===== src/rtl/flit_bus_collector_pkg.sv =====
// Shared sizing defaults, output-stage state type and log helper for the flit bus collector.
package flit_bus_collector_pkg;

    localparam int unsigned NNODES_DEF     = 4;
    localparam int unsigned FLIT_WIDTH_DEF = 36;
    localparam int unsigned NH_WIDTH_DEF   = 8;
    localparam int unsigned TIMEOUT_DEF    = 1024;

    typedef enum logic {
        ST_EMPTY = 1'b0,
        ST_FULL  = 1'b1
    } stage_e;

    // floor(log2(x)); clogb2(NNODES-1)+1 is the bit width that holds any node index
    function automatic int unsigned clogb2(input int unsigned x);
        int unsigned v;
        int unsigned r;
        v = x;
        r = 0;
        while (v > 1) begin
            v = v >> 1;
            r++;
        end
        return r;
    endfunction

endpackage


===== src/rtl/flit_bus_collector_if.sv =====
// Node egress ports plus shared broadcast bus; master is the collector, slave the Node side.
interface flit_bus_collector_if
    import flit_bus_collector_pkg::*;
#(
    parameter int unsigned NNODES     = NNODES_DEF,
    parameter int unsigned FLIT_WIDTH = FLIT_WIDTH_DEF,
    parameter int unsigned NH_WIDTH   = NH_WIDTH_DEF
);

    logic [NNODES-1:0]            node_flit_valid;
    logic [NNODES*FLIT_WIDTH-1:0] node_flit;
    logic [NNODES*NH_WIDTH-1:0]   node_nexthop;
    logic [NNODES-1:0]            node_dequeue;
    logic                         bus_flit_valid;
    logic [FLIT_WIDTH-1:0]        bus_flit;
    logic [NH_WIDTH-1:0]          bus_nexthop;
    logic                         bus_flit_ack;

    modport master (
        input  node_flit_valid, node_flit, node_nexthop, bus_flit_ack,
        output node_dequeue, bus_flit_valid, bus_flit, bus_nexthop
    );

    modport slave (
        output node_flit_valid, node_flit, node_nexthop, bus_flit_ack,
        input  node_dequeue, bus_flit_valid, bus_flit, bus_nexthop
    );

endinterface


===== src/rtl/flit_bus_collector_rr_arbiter.sv =====
// Combinational round-robin pick: first requester at or above ptr, wrapping modulo NNODES.
module rr_arbiter
    import flit_bus_collector_pkg::*;
#(
    parameter int unsigned NNODES = NNODES_DEF,
    parameter int unsigned PW     = clogb2(NNODES - 1) + 1
) (
    input  logic [NNODES-1:0] req_i,
    input  logic [PW-1:0]     ptr_i,
    input  logic              en_i,
    output logic [NNODES-1:0] grant_o,
    output logic [PW-1:0]     idx_o
);

    logic found;

    always_comb begin
        found   = 1'b0;
        idx_o   = '0;
        grant_o = '0;
        for (int unsigned i = 0; i < NNODES; i++) begin
            logic [PW-1:0] pos;
            pos = PW'((32'(ptr_i) + i) % NNODES);
            if (!found && req_i[pos]) begin
                found = 1'b1;
                idx_o = pos;
            end
        end
        if (en_i && found) begin
            grant_o[idx_o] = 1'b1;
        end
    end

endmodule


===== src/rtl/flit_bus_collector.sv =====
// Round-robin collector from Node egress ports into a one-entry broadcast stage on the shared flit bus.
module flit_bus_collector
    import flit_bus_collector_pkg::*;
#(
    parameter int unsigned NNODES     = NNODES_DEF,
    parameter int unsigned FLIT_WIDTH = FLIT_WIDTH_DEF,
    parameter int unsigned NH_WIDTH   = NH_WIDTH_DEF,
    parameter int unsigned TIMEOUT    = TIMEOUT_DEF
) (
    input  logic                  clock,
    input  logic                  reset,
    input  logic                  enable,
    flit_bus_collector_if.master  bus,
    output logic                  error,
    output logic                  is_quiescent,
    output logic [15:0]           flit_count
);

    localparam int unsigned PW = clogb2(NNODES - 1) + 1;
    localparam int unsigned TW = $clog2(TIMEOUT);

    stage_e                stage_q;
    logic [FLIT_WIDTH-1:0] flit_q;
    logic [NH_WIDTH-1:0]   nh_q;
    logic [PW-1:0]         ptr_q;
    logic [TW-1:0]         tcnt_q;
    logic                  error_q;
    logic [15:0]           count_q;

    logic                  ack_full;
    logic                  grant_ok;
    logic [NNODES-1:0]     grant;
    logic [PW-1:0]         win_idx;
    logic [FLIT_WIDTH-1:0] win_flit;
    logic [NH_WIDTH-1:0]   win_nh;

    assign ack_full = (stage_q == ST_FULL) && bus.bus_flit_ack;
    // Reset gates the grant so no dequeue pulse escapes while reset is held.
    assign grant_ok = !reset && enable && (|bus.node_flit_valid) &&
                      ((stage_q == ST_EMPTY) || bus.bus_flit_ack);

    rr_arbiter #(
        .NNODES (NNODES),
        .PW     (PW)
    ) u_arb (
        .req_i   (bus.node_flit_valid),
        .ptr_i   (ptr_q),
        .en_i    (grant_ok),
        .grant_o (grant),
        .idx_o   (win_idx)
    );

    always_comb begin
        win_flit = '0;
        win_nh   = '0;
        for (int unsigned i = 0; i < NNODES; i++) begin
            if (win_idx == PW'(i)) begin
                win_flit = bus.node_flit[i*FLIT_WIDTH +: FLIT_WIDTH];
                win_nh   = bus.node_nexthop[i*NH_WIDTH +: NH_WIDTH];
            end
        end
    end

    always_ff @(posedge clock or posedge reset) begin
        if (reset) begin
            stage_q <= ST_EMPTY;
            flit_q  <= '0;
            nh_q    <= '0;
            ptr_q   <= '0;
            tcnt_q  <= '0;
            error_q <= 1'b0;
            count_q <= '0;
        end else begin
            if (grant_ok) begin
                stage_q <= ST_FULL;
                flit_q  <= win_flit;
                nh_q    <= win_nh;
                ptr_q   <= (win_idx == PW'(NNODES - 1)) ? '0 : win_idx + 1'b1;
                tcnt_q  <= '0;
            end else if (ack_full) begin
                stage_q <= ST_EMPTY;
                tcnt_q  <= '0;
            end else if ((stage_q == ST_FULL) && (tcnt_q != TW'(TIMEOUT - 1))) begin
                tcnt_q <= tcnt_q + 1'b1;
                if (tcnt_q == TW'(TIMEOUT - 2)) begin
                    error_q <= 1'b1;
                end
            end
            if (ack_full) begin
                count_q <= count_q + 16'd1;
            end
        end
    end

    assign bus.node_dequeue   = grant;
    assign bus.bus_flit_valid = (stage_q == ST_FULL);
    assign bus.bus_flit       = flit_q;
    assign bus.bus_nexthop    = nh_q;
    assign error              = error_q;
    assign flit_count         = count_q;
    assign is_quiescent       = (stage_q == ST_EMPTY) && !(|bus.node_flit_valid);

endmodule

===== src/flat_wrapper.sv =====
// flat-port wrapper written by rule: the top's interface ports become plain ports
module flit_bus_collector_flat import flit_bus_collector_pkg::*;
#(
    parameter int unsigned NNODES     = NNODES_DEF,
    parameter int unsigned FLIT_WIDTH = FLIT_WIDTH_DEF,
    parameter int unsigned NH_WIDTH   = NH_WIDTH_DEF,
    parameter int unsigned TIMEOUT    = TIMEOUT_DEF
)
  (clock, reset, enable, error, is_quiescent, flit_count, bus_node_flit_valid, bus_node_flit, bus_node_nexthop, bus_bus_flit_ack, bus_node_dequeue, bus_bus_flit_valid, bus_bus_flit, bus_bus_nexthop);
  flit_bus_collector_if #(.NNODES(NNODES), .FLIT_WIDTH(FLIT_WIDTH), .NH_WIDTH(NH_WIDTH)) bus_i ();
  input  logic clock;
  input  logic reset;
  input  logic enable;
  output logic error;
  output logic is_quiescent;
  output logic [15:0] flit_count;
  input wire logic [$bits(bus_i.node_flit_valid)-1:0] bus_node_flit_valid;
  input wire logic [$bits(bus_i.node_flit)-1:0] bus_node_flit;
  input wire logic [$bits(bus_i.node_nexthop)-1:0] bus_node_nexthop;
  input wire logic [$bits(bus_i.bus_flit_ack)-1:0] bus_bus_flit_ack;
  output wire logic [$bits(bus_i.node_dequeue)-1:0] bus_node_dequeue;
  output wire logic [$bits(bus_i.bus_flit_valid)-1:0] bus_bus_flit_valid;
  output wire logic [$bits(bus_i.bus_flit)-1:0] bus_bus_flit;
  output wire logic [$bits(bus_i.bus_nexthop)-1:0] bus_bus_nexthop;
  assign bus_i.node_flit_valid = bus_node_flit_valid;
  assign bus_i.node_flit = bus_node_flit;
  assign bus_i.node_nexthop = bus_node_nexthop;
  assign bus_i.bus_flit_ack = bus_bus_flit_ack;
  assign bus_node_dequeue = bus_i.node_dequeue;
  assign bus_bus_flit_valid = bus_i.bus_flit_valid;
  assign bus_bus_flit = bus_i.bus_flit;
  assign bus_bus_nexthop = bus_i.bus_nexthop;
  flit_bus_collector #(.NNODES(NNODES), .FLIT_WIDTH(FLIT_WIDTH), .NH_WIDTH(NH_WIDTH), .TIMEOUT(TIMEOUT)) u_core (.clock(clock), .reset(reset), .enable(enable), .bus(bus_i), .error(error), .is_quiescent(is_quiescent), .flit_count(flit_count));
endmodule

===== config.mk =====
export PLATFORM = sky130hd
export DESIGN_NAME = flit_bus_collector_flat
export DESIGN_NICKNAME = d
export VERILOG_FILES = /design/src/rtl/flit_bus_collector_pkg.sv /design/src/rtl/flit_bus_collector_if.sv /design/src/rtl/flit_bus_collector_rr_arbiter.sv /design/src/rtl/flit_bus_collector.sv /design/src/flat_wrapper.sv
export SDC_FILE = /design/constraint.sdc
export NUM_CORES = 1
export LEC_CHECK = 0
export CAP_MARGIN = 20
export CELL_PAD_IN_SITES_DETAIL_PLACEMENT = 2
export CELL_PAD_IN_SITES_GLOBAL_PLACEMENT = 2
export CORE_UTILIZATION = 23
export CTS_CLUSTER_SIZE = 25
export DETAILED_ROUTE_END_ITERATION = 7
export GPL_TIMING_DRIVEN = 1
export PLACE_DENSITY = 0.95
export SETUP_SLACK_MARGIN = 0.02
export SYNTH_ARGS = -nofsm -noshare
export SYNTH_HDL_FRONTEND = slang
export SYNTH_SLANG_ARGS = --single-unit

===== constraint.sdc =====
create_clock -name clock -period 4.9 [get_ports clock]
set_input_delay 0.49 -clock clock [delete_from_list [all_inputs] [get_ports clock]]
set_output_delay 0.49 -clock clock [all_outputs]
set_load 0.01 [all_outputs]

==> Word-level counts from Yosys, hierarchy flattened <==
Cells that the tools add are included.
{ "word_totals": {"ff_bits": 74} }
{ "op_classes": {"n_addsub": 6, "muxes": 33, "reduce_logical": 22, "bitwise": 3, "n_lt_le_gt_ge": 6, "n_eq_ne": 5} }
{ "ops": {"columns": ["operator", "count"], "rows": [
  ["two-way mux 36 bit", 4],
  ["two-way mux 8 bit", 4],
  ["two-way mux 10 bit", 3],
  ["adder 16 x 1 -> 16 bit (second input constant)", 1],
  ["less-than comparator 2 x 3 -> 1 bit (second input constant)", 5],
  ["logical AND 1 bit", 11],
  ["two-way mux 1 bit", 11],
  ["adder 10 x 1 -> 10 bit (second input constant)", 1],
  ["== test 10 bit (second input constant)", 1],
  ["two-way mux 2 bit", 5],
  ["inequality test 10 bit (second input constant)", 1],
  ["binary-select mux 1 bit (select 2 bit)", 4],
  ["logical NOT 1 bit", 5],
  ["adder 2 x 1 -> 2 bit (second input constant)", 2],
  ["adder 2 bit (second input constant)", 2],
  ["== test 2 bit (second input constant)", 2],
  ["two-way mux 4 bit", 1],
  ["AND reduction 4 bit", 1],
  ["OR reduction 4 bit", 1],
  ["NOT 1 bit", 3],
  ["nonzero test 3 bit", 1],
  ["demux 1 bit (select 2 bit)", 1],
  ["== test 2 x 1 -> 1 bit (second input constant)", 1],
  ["greater-or-equal comparator 2 x 1 -> 1 bit (second input constant)", 1],
  ["other kinds (3)", 3]
]} }

==> Depth between registers and ports, before layout <==
{ "logic_depth": {"ltp_word": 17, "mapped_depth": 11} }

==> Cells and area by module <==
A second synthesis with hierarchy kept.
{ "unflattened": {"hier_cells": 471, "hier_area_um2": 4510.6} }
{ "by_module_without_submodules": {"columns": ["module", "cells_each", "n_inst", "area_each_um2"], "rows": [
  ["flit_bus_collector", 455, 1, 4375.4],
  ["rr_arbiter", 16, 1, 135.1]
]} }

==> Least setup slack after synthesis <==
OpenSTA, ideal clock, no wires.
{ "synth_path": {"path_kind": "input port to output port", "start": "input port bus_node_flit_valid[1]", "end": "output port bus_node_dequeue[2]", "path_slack_ps": 2059, "path_stages": 8, "t_required_ps": 4410, "arrival_ps": 2351, "path_cell_list": "or4_4 buf_6 nand2_1 ha_1 clkbuf_1 clkbuf_1 clkbuf_1 and2_4"} }
{ "synth_via": {"elab_chain_len": 17, "elab_cells_between_ends": 32, "classes_between": "order compare: 2; mux: 19; reduce/logical: 11"} }
{ "synth_rtl": {"columns": ["element", "line_no", "rtl"], "rows": [
  ["start: declaration", "flat_wrapper.sv:17", "input wire logic [$bits(bus_i.node_flit_valid)-1:0] bus_node_flit_valid;"],
  ["binary-select mux 1 bit (select 2 bit)", "flit_bus_collector_rr_arbiter.sv:24", "if (!found && req_i[pos]) begin"],
  ["two-way mux 1 bit (implied by the code)", "flit_bus_collector_rr_arbiter.sv:24", null],
  ["two-way mux 1 bit", "flit_bus_collector_rr_arbiter.sv:24", null],
  ["logical NOT 1 bit", "flit_bus_collector_rr_arbiter.sv:24", null],
  ["logical AND 1 bit", "flit_bus_collector_rr_arbiter.sv:24", null],
  ["two-way mux 1 bit", "flit_bus_collector_rr_arbiter.sv:24", null],
  ["logical NOT 1 bit", "flit_bus_collector_rr_arbiter.sv:24", null],
  ["logical AND 1 bit", "flit_bus_collector_rr_arbiter.sv:24", null],
  ["two-way mux 1 bit", "flit_bus_collector_rr_arbiter.sv:24", null],
  ["logical NOT 1 bit", "flit_bus_collector_rr_arbiter.sv:24", null],
  ["logical AND 1 bit", "flit_bus_collector_rr_arbiter.sv:24", null],
  ["two-way mux 2 bit", "flit_bus_collector_rr_arbiter.sv:24", null],
  ["less-than comparator 2 x 3 -> 1 bit (implied by the code) / greater-or-equal comparator 2 x 1 -> 1 bit (equally long branches)", "flit_bus_collector_rr_arbiter.sv:30", "grant_o[idx_o] = 1'b1;"],
  ["logical AND 1 bit (implied by the code)", "flit_bus_collector_rr_arbiter.sv:30", null],
  ["two-way mux 1 bit (implied by the code)", "flit_bus_collector_rr_arbiter.sv:30", null],
  ["demux 1 bit (select 2 bit)", "flit_bus_collector_rr_arbiter.sv:30", null],
  ["two-way mux 4 bit (*)", "flit_bus_collector_rr_arbiter.sv:29", "if (en_i && found) begin"],
  ["end: declaration", "flat_wrapper.sv:21", "output wire logic [$bits(bus_i.node_dequeue)-1:0] bus_node_dequeue;"]
]} }
Every way passes the cells marked *; elsewhere a longest branch is shown, timed or not. The select of a mux whose other input is x is not followed.

==> Final worst setup path <==
{ "layout_path": {"start": "input port enable", "end": "output port bus_node_dequeue[1]"} }
{ "layout_via": {"elab_chain_len": 5} }
{ "layout_rtl": {"columns": ["element", "line_no", "rtl"], "rows": [
  ["start: declaration", "flat_wrapper.sv:13", "input logic enable;"],
  ["logical AND 1 bit (3 in a row)", "flit_bus_collector.sv:39", "assign grant_ok = !reset && enable && (|bus.node_flit_valid) &&"],
  ["logical AND 1 bit", "flit_bus_collector_rr_arbiter.sv:29", null],
  ["two-way mux 4 bit", "flit_bus_collector_rr_arbiter.sv:29", null]
]} }
Every way passes these cells.

==> metrics.cfg <==
[logic_synthesis]
ys.flop_type = dfrtp_1
synth_cells = 517
netlist_area_um2 = 4510
async_flop_share_pct = 100
yosysUniqueCellTypes = 48
syn_area_per_cell_um2 = 8.73
synth_nets = 708
yosysWarnings = 0
seq_area_frac_synth_pct = 41.0
synth_edf_count = 0
postSynthRegisterBits = 74

[worst_setup_path]
slowest_stage = and3_2
critical_path_buf_inv_count = 2
critical-path-top-delay-family = simple AND/OR/NAND/NOR gates
path_common_cell = clkdlybuf4s50_1
cp.arrival_ns = 2.96
cp_slowest_stage_delay_ns = 0.73
worstSetupPathType = input pin to output pin
required_ns = 4.41
critPathCaptureType = output pin
crit_path_start = enable
crit_fanout = 29
r2r-start = u_core.ptr_q[1]
start_kind = input pin
cp_cell_sequence = clkdlybuf4s50_1 -> nor2b_1 -> and3_2 -> and2_4 -> clkdlybuf4s50_1

[placement]
place_area_um2 = 7220
place.gp.congestion = 0.787
dp_hpwl_um = 16300
placement.io_buffers = 250
place_ws_ns = 1.16
place_inst = 992

[global_routing]
antenna_found_initial = 0
grt_pass1_vias = 5779
grt.overflow.total = 0
grt_usage_pct = 21.7
grt_start_max_net_pins = 63
grt_pass1_wl_um = 33100

[sta]
fin_ws_ns = 1.45
grt_setup_unrepaired = no
slew_headroom_pct = 42.4
tns_ns = 0
hold_viol = 0
maxSlewViolCount = 0
final-setup-viol-count = 0
clock.fmax_mhz = 290
min_period_ns = 3.45
skew_ns = 0.0121
worst_slew_pin_slew_ns = 0.855
fin_crit_sh_pct = 70.5

[floorplan]
rows = 50
initial_utilization_pct = 23.8
die_h_um = 142
dieWidth_um = 142
ios = 251
core_um2 = 19000
die_area_um2 = 20200

[clock_network]
numCtsBuffers = 9
cts_hold_buf = 0
clk_latency_ns = 0.34
clock-sinks = 74
cts_buffer_depth = 2
cts.repair.resized = 0
h-tree-depth = 3
clk_pin_slew_ns = 0.06
cts_tree = yes
cts_root_buffer = clkbuf_16
cts_post_setup_buffers_inserted = 0

[cells_and_area]
fill_cells = 2119
final_cell_mix = clkdlybuf4s50_1, a21oi_1, dfrtp_1
nets = 934
fin_util_pct = 39.8
stdcell_count = 1008
stdcell_area_um2 = 7540
syn_to_final_growth_pct = 67.0
layout_commonest_cell = clkdlybuf4s50_1
drive_above_1_share_pct = 5.35
diodes = 0

[pwr]
ir_drop_mv = 0.212
p_leak_uw = 0.00315
power_density_nw_per_um2 = 477

[hold_path]
hp-start = u_core.flit_count[15]
worst_hold_path_type = flip-flop to flip-flop

[run]
max_cap_viol_count = 0

[routing]
drc = 0
ant_nets = 0
wire_per_inst_um = 21.6
vias = 5140
wl_um = 21800
vias_per_cell = 5.10
firstDrtPassIters = 4
drtIter0Drc = 136

[run_status]
status = finished, final reports clean

## metal layers
layer	global-route usage, %	routed length (µm)	vias up
met5	0	0	-
met4	8.77	649	0
met3	6.36	1690	39
met2	40.0	11100	186
met1	23.0	8360	2580
li1	-	-	2335
## logic make-up after synthesis
group           after synthesis  synth area share, %
xor+xnor                     17                 3.30
buf+inv                      98                 9.45
simple gates                115                 12.7
fa+ha+maj                     7                 1.94
mux                           2                0.471
flops                        74                 41.0
compound gates              204                 31.1
## registers in the layout (all words and copies together) (netlist names)
register / count
u_core.bus.bus_flit: 36
u_core.flit_count: 16
u_core.tcnt_q: 10
u_core.bus.bus_nexthop: 8
u_core.ptr_q: 2
u_core.bus.bus_flit_valid: 1
u_core.error: 1
## area by class of cell
class	count	area, µm²	share of cell area [%]
Inverter	55	208	2.76
Multi-Input combinational cell	345	2270	30.1
Clock inverter	5	77.6	1.03
Timing Repair Buffer	258	2560	34.0
Sequential cell	74	1850	24.6
Tap cell	260	325	4.32
Clock buffer	11	243	3.22
## per-stage QoR
step                      hold slack (ns)  total power (µW)
final                               0.481              3600
after global routing                0.505              3830
after CTS                           0.489              3650
after detailed placement            0.467              2890
after global placement              0.463              2800
after floorplan                     0.474              1940
## path summary, 6_finish.rpt
check                                          end  slack [ns]  cells past startpoint
setup / recovery               bus_node_dequeue[1]        1.45                      5
hold / removal               u_core.flit_count[15]        0.48                      1
setup reg to reg            u_core.bus.bus_flit[3]        1.89                     10
hold reg to reg              u_core.flit_count[15]        0.48                      1
max in group asynchronous  u_core.bus.bus_flit[19]        3.28                      3
min in group asynchronous   u_core.bus.bus_flit[1]        0.60                      2
## Yosys cell counts, types with 6 or more instances
cell      number  area (µm²)
nand2_1       17        63.8
xor2_1         6        52.6
ha_1           7        87.6
nand3_1        8        40.0
dfrtp_1       74        1850
clkbuf_1      29         109
a21oi_1       93         465
a211o_1       45         394
a221oi_1      43         377
xnor2_1       11        96.3
nor2_1        52         195
buf_6          7        78.8
inv_1         55         206
## report_power, final
part	switching [µW]	internal, µW	leakage [µW]	total [µW]
Sequential	163	818	0.000887	981
Combinational	934	951	0.00211	1880
Clock	272	459	0.000156	731
Total	1370	2230	0.00315	3600
Note: power is estimated with default switching activity, not from simulation.
